File: config.mk
export PLATFORM = sky130hd
export DESIGN_NAME = dmem_responder
export DESIGN_NICKNAME = d
export VERILOG_FILES = /design/src/rtl/dmem_responder_pkg.sv /design/src/rtl/dmem_responder_lat_counter.sv /design/src/rtl/dmem_responder.sv
export SDC_FILE = /design/constraint.sdc
export NUM_CORES = 1
export LEC_CHECK = 0
export CORE_UTILIZATION = 50
export DETAILED_ROUTE_END_ITERATION = 8
export PLACE_DENSITY_LB_ADDON = 0.15
export SETUP_SLACK_MARGIN = 0.5
export SYNTH_ARGS = -nofsm -noshare
export SYNTH_HDL_FRONTEND = slang
export SYNTH_SLANG_ARGS = --single-unit
File: constraint.sdc
create_clock -name clk_i -period 11.6 [get_ports clk_i]
set_clock_uncertainty 0.05 [all_clocks]
set_input_delay 2.32 -clock clk_i [delete_from_list [all_inputs] [get_ports clk_i]]
set_output_delay 2.32 -clock clk_i [all_outputs]
set_load 0.02 [all_outputs]
File: src/rtl/dmem_responder_pkg.sv
// Shared types and sizing helpers for the data-memory responder.
// Holds the FSM state encoding and the width functions used by the top and its counter.
package dmem_responder_pkg;

    typedef enum logic [1:0] {
        IDLE = 2'd0,
        BUSY = 2'd1,
        ACK  = 2'd2
    } state_e;

    // Counter width for a given latency; never narrower than one bit.
    function automatic int cnt_width(input int latency);
        return (latency < 2) ? 1 : $clog2(latency);
    endfunction

    function automatic int idx_width(input int depth_words);
        return $clog2(depth_words);
    endfunction

    localparam int DEF_LATENCY = 4;
    localparam int LAT_W       = cnt_width(DEF_LATENCY);

endpackage

File: src/rtl/dmem_responder_lat_counter.sv
// Loadable down-counter that times the BUSY phase of a memory access.
// Stops at zero and reports it through a zero flag.
module dmem_lat_counter #(
    parameter int W = 2
) (
    input  logic         clk,
    input  logic         rst,
    input  logic         clr,
    input  logic         load,
    input  logic [W-1:0] load_val,
    input  logic         en,
    output logic         zero
);

    logic [W-1:0] cnt;

    always_ff @(posedge clk) begin
        if (rst || clr) begin
            cnt <= '0;
        end else if (load) begin
            cnt <= load_val;
        end else if (en && (cnt != '0)) begin
            cnt <= cnt - 1'b1;
        end
    end

    assign zero = (cnt == '0);

endmodule

File: src/rtl/dmem_responder.sv
// Multi-cycle data-memory responder: serialises one load/store at a time,
// stalls the pipeline for a fixed latency and pulses ack on completion.
module dmem_responder
    import dmem_responder_pkg::*;
#(
    parameter int DEPTH_WORDS = 32,
    parameter int LATENCY     = 4
) (
    input  logic        clk_i,
    input  logic        rst_i,
    input  logic        req_i,
    input  logic        we_i,
    input  logic [31:0] addr_i,
    input  logic [31:0] data_i,
    output logic        ack_o,
    output logic [31:0] data_o,
    output logic        busy_o
);

    localparam int IDX_W = idx_width(DEPTH_WORDS);
    localparam int CNT_W = cnt_width(LATENCY);

    state_e           state_q, state_d;
    logic             accept, complete, cnt_zero;
    logic             we_p0;
    logic [IDX_W-1:0] idx_p0;
    logic [31:0]      data_p0;
    logic [31:0]      mem [DEPTH_WORDS];

    // Byte offset and bits above the index field do not select a word.
    logic unused_addr_bits;
    assign unused_addr_bits = ^{addr_i[31:IDX_W+2], addr_i[1:0]};

    dmem_lat_counter #(
        .W (CNT_W)
    ) u_lat_counter (
        .clk      (clk_i),
        .rst      (rst_i),
        .clr      (state_q == ACK),
        .load     (accept),
        .load_val (CNT_W'(LATENCY - 1)),
        .en       (state_q == BUSY),
        .zero     (cnt_zero)
    );

    always_comb begin
        state_d  = state_q;
        accept   = 1'b0;
        complete = 1'b0;
        busy_o   = 1'b0;
        case (state_q)
            IDLE: begin
                busy_o = req_i;
                if (req_i) begin
                    accept  = 1'b1;
                    state_d = BUSY;
                end
            end
            BUSY: begin
                busy_o = 1'b1;
                if (cnt_zero) begin
                    complete = 1'b1;
                    state_d  = ACK;
                end
            end
            ACK:     state_d = IDLE;
            default: state_d = IDLE;
        endcase
    end

    always_ff @(posedge clk_i) begin
        if (rst_i) begin
            state_q <= IDLE;
            ack_o   <= 1'b0;
            data_o  <= '0;
        end else begin
            state_q <= state_d;
            ack_o   <= complete;
            if (complete && !we_p0) begin
                data_o <= mem[idx_p0];
            end
        end
    end

    // Request capture: held for the whole access so mid-flight input changes are ignored.
    always_ff @(posedge clk_i) begin
        if (accept) begin
            we_p0   <= we_i;
            idx_p0  <= addr_i[IDX_W+1:2];
            data_p0 <= data_i;
        end
    end

    // Reset on the completing edge suppresses the write.
    always_ff @(posedge clk_i) begin
        if (complete && we_p0 && !rst_i) begin
            mem[idx_p0] <= data_p0;
        end
    end

endmodule

# Word level (Yosys, flattened, before mapping)

Memories as Yosys holds them, arrays and structs flattened. A register that Yosys moved wholly into a read port is not among the register bits.
Index checks and enable logic that the tools add are counted.

$add $sub $neg: 1
Equality and inequality tests: 4
Multiplexer cells: 12
Reductions and logical operators: 12

Operator list:

| operator                                                            | count |
|---|---|
| 2-bit two-way mux                                                   | 4 |
| 1-bit two-way mux                                                   | 6 |
| 1-bit logical AND                                                   | 4 |
| 2-bit zero test                                                     | 2 |
| 2-bit != test (second input constant)                               | 2 |
| 2-bit one-hot mux with 2 select lines                               | 1 |
| 2-bit nonzero test                                                  | 2 |
| 2-bit by 1-bit == test with 1-bit output (second input constant)    | 1 |
| 2-bit == test (second input constant)                               | 1 |
| 1-bit zero test                                                     | 2 |
| 1-bit one-hot mux with 2 select lines                               | 1 |
| 2-bit AND reduction                                                 | 1 |
| 2-bit by 1-bit subtractor with 2-bit output (second input constant) | 1 |
| 1-bit logical OR                                                    | 1 |

Bits in registers: 43
RAM bits: 1024
Output and inout port bits: 34
Memories kept: 1

Memory list:

| memory | depth | bits a word | read ports | clocked after Yosys merged registers in | wr ports | RTL line             | source |
|---|---|---|---|---|---|---|---|
| mem    | 32    | 32          | 1          | 1                                       | 1        | dmem_responder.sv:28 | `logic [31:0] mem [DEPTH_WORDS];` |

# Depth between registers and ports, before layout

Gate-level depths: netlist of the first run.

Word-level depth: 7
Depth in mapped cells: 9
Gate-level depth less buffers: 7

# Modules after synthesis

A second synthesis of the first run with hierarchy kept.

Cell total of the unflattened synthesis: 2069
Area, all modules: 41837.6 um^2

By module, submodules not included:

| module           | instances | cells an instance | area each (um^2) | seq. area each (um^2) |
|---|---|---|---|---|
| dmem_responder   | 1         | 2055              | 41706.2          | 32591.3 |
| dmem_lat_counter | 1         | 14                | 131.4            | 40.0 |

# Worst setup path before layout of the first run

Ideal clock, no wire load.

Kind: input port to flip-flop
From: in req_i
To: reg data_p0[0], enable pin
Data arrival time: 5.114 ns
Data required time: 11.061 ns
Slack: 5.947 ns
Stages on the path: 1
Buffers on the path: 0
Cells stage by stage: nor3b_1

Cells in the longest elaborated chain, start to end: 2

RTL lines:

| item                   | RTL line             | source |
|---|---|---|
| start: declaration     | dmem_responder.sv:11 | `input logic req_i,` |
| 1-bit two-way mux      | dmem_responder.sv:54 | `if (req_i) begin` |
| 1-bit two-way mux      | dmem_responder.sv:51 | `case (state_q)` |
| end signal: assignment | dmem_responder.sv:90 | `data_p0 <= data_i;` |
| end: declaration       | dmem_responder.sv:27 | `logic [31:0] data_p0;` |

No other way between the ends.
A chain may end at the register's enable or synchronous reset.

# Worst setup path after layout of the first run

From: in req_i
To: out busy_o

Cells in the longest elaborated chain, start to end: 1

RTL lines:

| item                                  | RTL line             | source |
|---|---|---|
| 1-bit one-hot mux with 2 select lines | dmem_responder.sv:51 |  |
| end: declaration                      | dmem_responder.sv:17 | `output logic busy_o` |

No other way between the ends.

==> results of run 1 <==
==> path summary, 6_finish.rpt <==
check / cells after the start / endpoint / slack, ns
max: 4 / busy_o / 5.63
min: 2 / u_lat_counter.cnt[0]$_SDFFE_PP0P_ / 0.43
max reg2reg: 5 / mem[19][12]$_DFFE_PP_ / 7.20
min reg2reg: 2 / u_lat_counter.cnt[0]$_SDFFE_PP0P_ / 0.43
==> cells in the mapped netlist (10+ instances only) <==
master / instances
nor3_1: 24
mux4_2: 113
a211oi_1: 24
nor4_1: 23
edfxtp_1: 1062
a311oi_1: 20
o21ai_0: 16
mux2i_1: 203
nor2_1: 106
o22ai_1: 88
nand3_1: 13
clkbuf_1: 18
a22o_1: 10
o221ai_1: 14
mux2_2: 66
buf_6: 14
nand2_1: 31
nor2b_1: 31
buf_2: 41
buf_4: 36
a22oi_1: 18
a21oi_1: 21
dfxtp_1: 37
==> cells in the final DEF, fill, tap and decap left out, drive strengths merged, types with 5 or more instances in the layout <==
cell type / count
edfxtp: 1062
mux2i: 203
clkbuf: 130
mux4: 113
nor2: 109
o22ai: 88
clkdlybuf4s50: 73
mux2: 66
clkinv: 56
buf: 54
dfxtp: 37
nand2: 32
nor2b: 31
a211oi: 28
nor3: 24
nor4: 23
a21oi: 21
a311oi: 20
a22oi: 18
o21ai: 16
o221ai: 14
nand3: 13
bufinv: 13
a22o: 10
a221oi: 9
a31oi: 9
a2111oi: 8
clkinvlp: 8
inv: 7
or3: 6
and3: 5
nand2b: 5
==> registers in the layout, summed over array words and instances (netlist names) <==
name and count:
ack_o 1, mem 1024, state_q 2, data_p0 32, u_lat_counter.cnt 2, we_p0 1
data_o 32, idx_p0 5
==> routing by layer <==
metal / vias up / GRT usage [%]
li1: 8989 / -
met1: 10938 / 32.9
met2: 697 / 39.2
met3: 136 / 4.19
met4: 2 / 7.29
met5: - / 0
==> final cells by class <==
class	count	area [um^2]	area share, %
Sequential cell	1099	32600	68.6
Tap cell	1070	1340	2.82
Timing Repair Buffer	127	1170	2.46
Inverter	5	18.8	0.0395
Multi-Input combinational cell	902	8720	18.3
Clock inverter	79	797	1.68
Clock buffer	130	2870	6.03
==> power groups by stage <==
stage	logic, mW	clock network, mW	registers, mW
2_1_floorplan	0.279	0	4.55
3_3_place_gp	0.414	0	4.58
3_5_place_dp	0.418	0	4.58
4_1_cts	0.419	3.60	4.50
5_1_grt	0.443	3.75	4.51
6_report	0.416	3.55	4.50
==> cell families after synthesis <==
logic type	synth area share [%]
simple gates	3.24
compound gates	4.24
flops	78.0
fa+ha+maj	0.0299
mux	12.7
buf+inv	1.79
==> per-stage QoR <==
stage	utilization (%)	instance area [um^2]	power (mW)	setup slack [ns]
2_1_floorplan	-	41800	4.82	5.95
4_1_cts	57.6	47500	8.52	5.63
6_report	57.6	47500	8.46	5.63
3_5_place_dp	53.2	43900	5.00	5.64
5_1_grt	57.6	47500	8.70	5.57
3_3_place_gp	53.2	43900	4.99	5.62
==> critical path: stages <==
cell and delay [ns]:
clkdlybuf4s50_1 0.47, nor2_1 0.06, nor2_1 0.13, clkdlybuf4s50_1 0.62
==> reports/results.txt, run 1 <==
First-pass GRT wire length: 145000 um
Hold Vio Cnt, Final: 0
Die area: 84800 um^2
Hold Slack: 0.429 ns
Internal: 6.64 mW
IO buf count: 74
Nets: 2314
Seq/Total Area, Yosys: 78.0%
Clk sinks: 1099
#FFs+latches synth: 1099
All-Layer GR Usage: 23.9%
Synthesized Nets: 2189
Largest net degree at the start of global routing: 144
Max cap viols: 0
Origin of the worst setup path: req_i
Vias in the first global route: 21274
Mapped Area: 41800 um^2
TNS Setup: 0 ns
Area growth, synth to finish: 13.6%
Synth warnings: 0
Pleak: 15.2 nW
Synth area leaders: edfxtp_1 76%, mux4_2 6.1%, mux2i_1 4.9%
Routed Antenna Nets: 0
Wl on met1: 42300 um
Per-cell routed wire length: 29.5 um
CTS Buf Count: 110
Gpl congestion: 0.792
Boundary pin count: 102
Startpoint types: input port
Peak supply drop: 115 uV
Final setup viols: 0
Largest area contributor in the netlist: edfxtp_1
Initial DRC Count: 1918
Main synth FF type: edfxtp_1
Vias: 20762
Sw power: 1.82 mW
CTS H-tree lvls: 3
Worst path required time: 9.23 ns
Via-to-Cell Ratio: 6.08
Post-CTS Setup Bufs: 0
CTS tree: done
Number of synthesized flops with an enable pin: 1062
PwrDens: 178 nW/um^2
Crit path time final: 5.97 ns
Worst min-delay path startpoint: u_lat_counter.cnt[0]$_SDFFE_PP0P_
Dpl cells: 3203
Fillers: 6116
Diodes inserted: 0
Hold buffers post-CTS: 0
Outcome: finished clean
WL met3: 6670 um
Starting Density: 50.7%
Total wire length: 101000 um
Cells after Synth: 2120
Dpl hpwl: 57900 um
DRC Markers: 0
Worst Setup Path Type: in2out
First-pass DRT Iterations: 5
Syn Area/Cell: 19.7 um^2
Num rows: 105
Gr ovfl total: 0
FF-to-FF Start: idx_p0[0]$_DFFE_PP_
Core Region: 82500 um^2
Fmax: 167 MHz
Layout Cells excl Fill: 3412
Routed met2 length: 49300 um
Yosys top cell area share: 76.2%
Skew-Pair Late Insertion Delay: 0.68 ns
Worst-path clk slew: 0.06 ns
# resized after CTS: 0
Crit Path Max Fanout: 2
Asr flop ratio synth: 0%
CTS root buf: clkbuf_16
Final Cycle Share: 51.5%
Share of cells above drive strength 1: 19.3%
Max clock buf depth: 3
Flop pwr share: 53.2%
Comb pwr share: 4.9%
WP data arrival: 3.60 ns
Die X: 291 um
Post-synthesis cell type count: 54
Unrepaired setup endpoints after global routing: no
Clock power frac: 41.9%
Number of antenna violations at the first check in global routing: 2
Max Used Layer: met5
Pins Over Slew Limit: 0
Die H: 291 um
CP endpoint kind: output port
Switch share: 21.5%
Hold Crit Class: reg2reg
Slew of the pin with the lowest slew margin: 1.19 ns
Slew headroom: 20.5%
Power figures use the tool's default switching activity.
==> run 2: changes to the inputs <==
==> constraint.sdc (replaced) <==
create_clock -name clk_i -period 5.85 [get_ports clk_i]
set_clock_uncertainty 0.05 [all_clocks]
set_input_delay 1.17 -clock clk_i [delete_from_list [all_inputs] [get_ports clk_i]]
set_output_delay 1.17 -clock clk_i [all_outputs]
set_load 0.02 [all_outputs]
==> run 2 against run 1 <==
Effect of this change: combinational power up 98%; clock-buffer cell count increased by 7; cell area is essentially flat; register-to-register slack worse by 5.4 ns; die area unchanged; sequential cell count stayed put; sequential share of layout area is essentially flat; worst hold slack better by 0.011 ns; via count is 1.0% higher; utilization barely moved; first-iteration DRC count grew 14%; largest power group unchanged; highest routed layer is now met4.
==> reports/results.txt, run 2 (synthesis results as in run 1) <==
Outcome: finished clean
Slew of the pin with the lowest slew margin: 1.27 ns
Pre-CTS WS: 1.24 ns
Grt met2 use: 38.7%
Max clock buf depth: 3
Fmax: 244 MHz
Max cap viols: 0
FF-to-FF Start: u_lat_counter.cnt[0]$_SDFFE_PP0P_
Hold buffers post-CTS: 0
Internal: 13.1 mW
Largest net degree at the start of global routing: 143
Per-cell routed wire length: 29.5 um
TNS Setup: 0 ns
R2R depth: 6
Slowest CP cell: nor2_4
First-pass GRT wire length: 145000 um
Die area: 84800 um^2
Number of antenna violations at the first check in global routing: 2
Top Registers: mem x1024, data_o x32, data_p0 x32
Vias: 20969
Most common cell after layout, fill and taps aside: edfxtp_1
Crit path to: mem[2][10]$_DFFE_PP_
Num rows: 105
Starting Density: 50.7%
Largest Register: mem
Skew-Pair Late Insertion Delay: 0.67 ns
Dpl hpwl: 57900 um
CTS H-tree lvls: 3
Gr busiest metal: met2
# resized after CTS: 0
Die X: 291 um
Gpl congestion: 0.793
Diodes inserted: 0
Peak supply drop: 255 uV
Clock power frac: 41.6%
DRC Markers: 0
Met1 usage: 32.9%
Core Region: 82500 um^2
Startpoint types: flop
Initial DRC Count: 2183
Gr ovfl total: 0
Boundary pin count: 102
Flop pwr share: 53.5%
Crit path time final: 4.10 ns
Slew headroom: 14.7%
Pleak: 15.2 nW
CTS root buf: clkbuf_16
CP endpoint kind: flop
Footprint of the multi-input gates: 8720 um^2
Layout Cells excl Fill: 3417
Pins Over Slew Limit: 0
RR Endpoint: mem[2][10]$_DFFE_PP_
Fillers: 6100
Unrepaired setup endpoints after global routing: no
Sw power: 3.57 mW
Hold Crit Class: reg2reg
Final Core Density: 57.7%
Crit-path cells: inv_1 > ha_1 > nor4bb_1 > nand4_1 > nor2_4 > buf_4
Share of cells above drive strength 1: 19.2%
CTS tree: done
Post-CTS Setup Bufs: 0
Commonest cells after routing, fill and taps aside: 1062 x edfxtp_1, 203 x mux2i_1, 113 x mux4_2, 111 x clkbuf_16, 88 x o22ai_1
Hold Slack: 0.440 ns
Origin of the worst setup path: u_lat_counter.cnt[0]$_SDFFE_PP0P_
Worst setup margin: 1.75 ns
Crit Path Max Fanout: 17
Via-to-Cell Ratio: 6.14
CP max stage delay: 0.97 ns
Comb pwr share: 4.9%
CTS Buf Count: 109
Clk sinks: 1099
Internal reg-to-reg setup slack: 1.75 ns
Grt met3 use: 5.05%
Worst path required time: 6.12 ns
Die H: 291 um
Hold Vio Cnt, Final: 0
Area growth, synth to finish: 13.7%
Dpl cells: 3213
PwrDens: 351 nW/um^2
Switch share: 21.4%
WP data arrival: 4.36 ns
Total wire length: 101000 um
Worst min-delay path startpoint: u_lat_counter.cnt[0]$_SDFFE_PP0P_
Worst Setup Path Type: reg2reg
First-pass DRT Iterations: 5
Nets: 2323
Max reg flops: 1024
Final Cycle Share: 70.0%
Routed Antenna Nets: 0
Vias in the first global route: 21281
Seq. cell area: 32600 um^2
All-Layer GR Usage: 23.9%
Worst-path clk slew: 0.06 ns
IO buf count: 74
Final setup viols: 0
==> run 2: cell count changes in the layout (fill, tap and decap cells not counted), sizes merged <==
cell    change
buf        +10
bufinv      -2
clkbuf      +7
clkinv     -12
inv         +2
==> run 2: worst min-delay path by stage <==
stage          slack (ns)                                 to  cells past startpoint
3_5_place_dp         0.43  u_lat_counter.cnt[0]$_SDFFE_PP0P_                      2
2_1_floorplan        0.40  u_lat_counter.cnt[0]$_SDFFE_PP0P_                      2
6_report             0.44  u_lat_counter.cnt[0]$_SDFFE_PP0P_                      2
5_1_grt              0.46  u_lat_counter.cnt[0]$_SDFFE_PP0P_                      2
4_1_cts              0.44  u_lat_counter.cnt[0]$_SDFFE_PP0P_                      2
3_3_place_gp         0.42  u_lat_counter.cnt[0]$_SDFFE_PP0P_                      2
==> run 2: critical path: cells and delay by family (launching register included) <==
family,cells,cell delay (ns)
adder cells (fa/ha/maj),1,0.35
flip-flops,1,0.31
AND/OR/NAND/NOR,3,2.42
buffers and inverters,2,0.57
==> run 2: final cells by class <==
cell class              count  area share [%]
flip-flops and latches   1099            68.6
repair buffers            137            2.70
inverters                   5          0.0395
well taps                1070            2.81
multi-input cells         902            18.3
clock inverters            67            1.33
clock buffers             137            6.19
==> run 2: power groups by stage <==
stage	Sequential [mW]	Combinational, mW	Clock [mW]
6_report	8.92	0.822	6.95
3_5_place_dp	9.09	0.824	0
2_1_floorplan	9.01	0.554	0
4_1_cts	8.93	0.827	7.04
3_3_place_gp	9.08	0.815	0
5_1_grt	8.94	0.870	7.34
==> run 2: metrics by stage <==
stage          cell area (um^2)  power (mW)
6_report                  47600        16.7
5_1_grt                   47600        17.2
4_1_cts                   47600        16.8
3_5_place_dp              44000        9.92
3_3_place_gp              44000        9.89
2_1_floorplan             41800        9.57
==> run 2: per-layer routing <==
| metal | part of all wire (%) | up-vias |
|---|---|---|
| li1 | - | 9002 |
| met1 | 41 | 11039 |
| met2 | 49 | 764 |
| met3 | 7.2 | 164 |
| met4 | 2.7 | 0 |
| met5 | 0 | - |
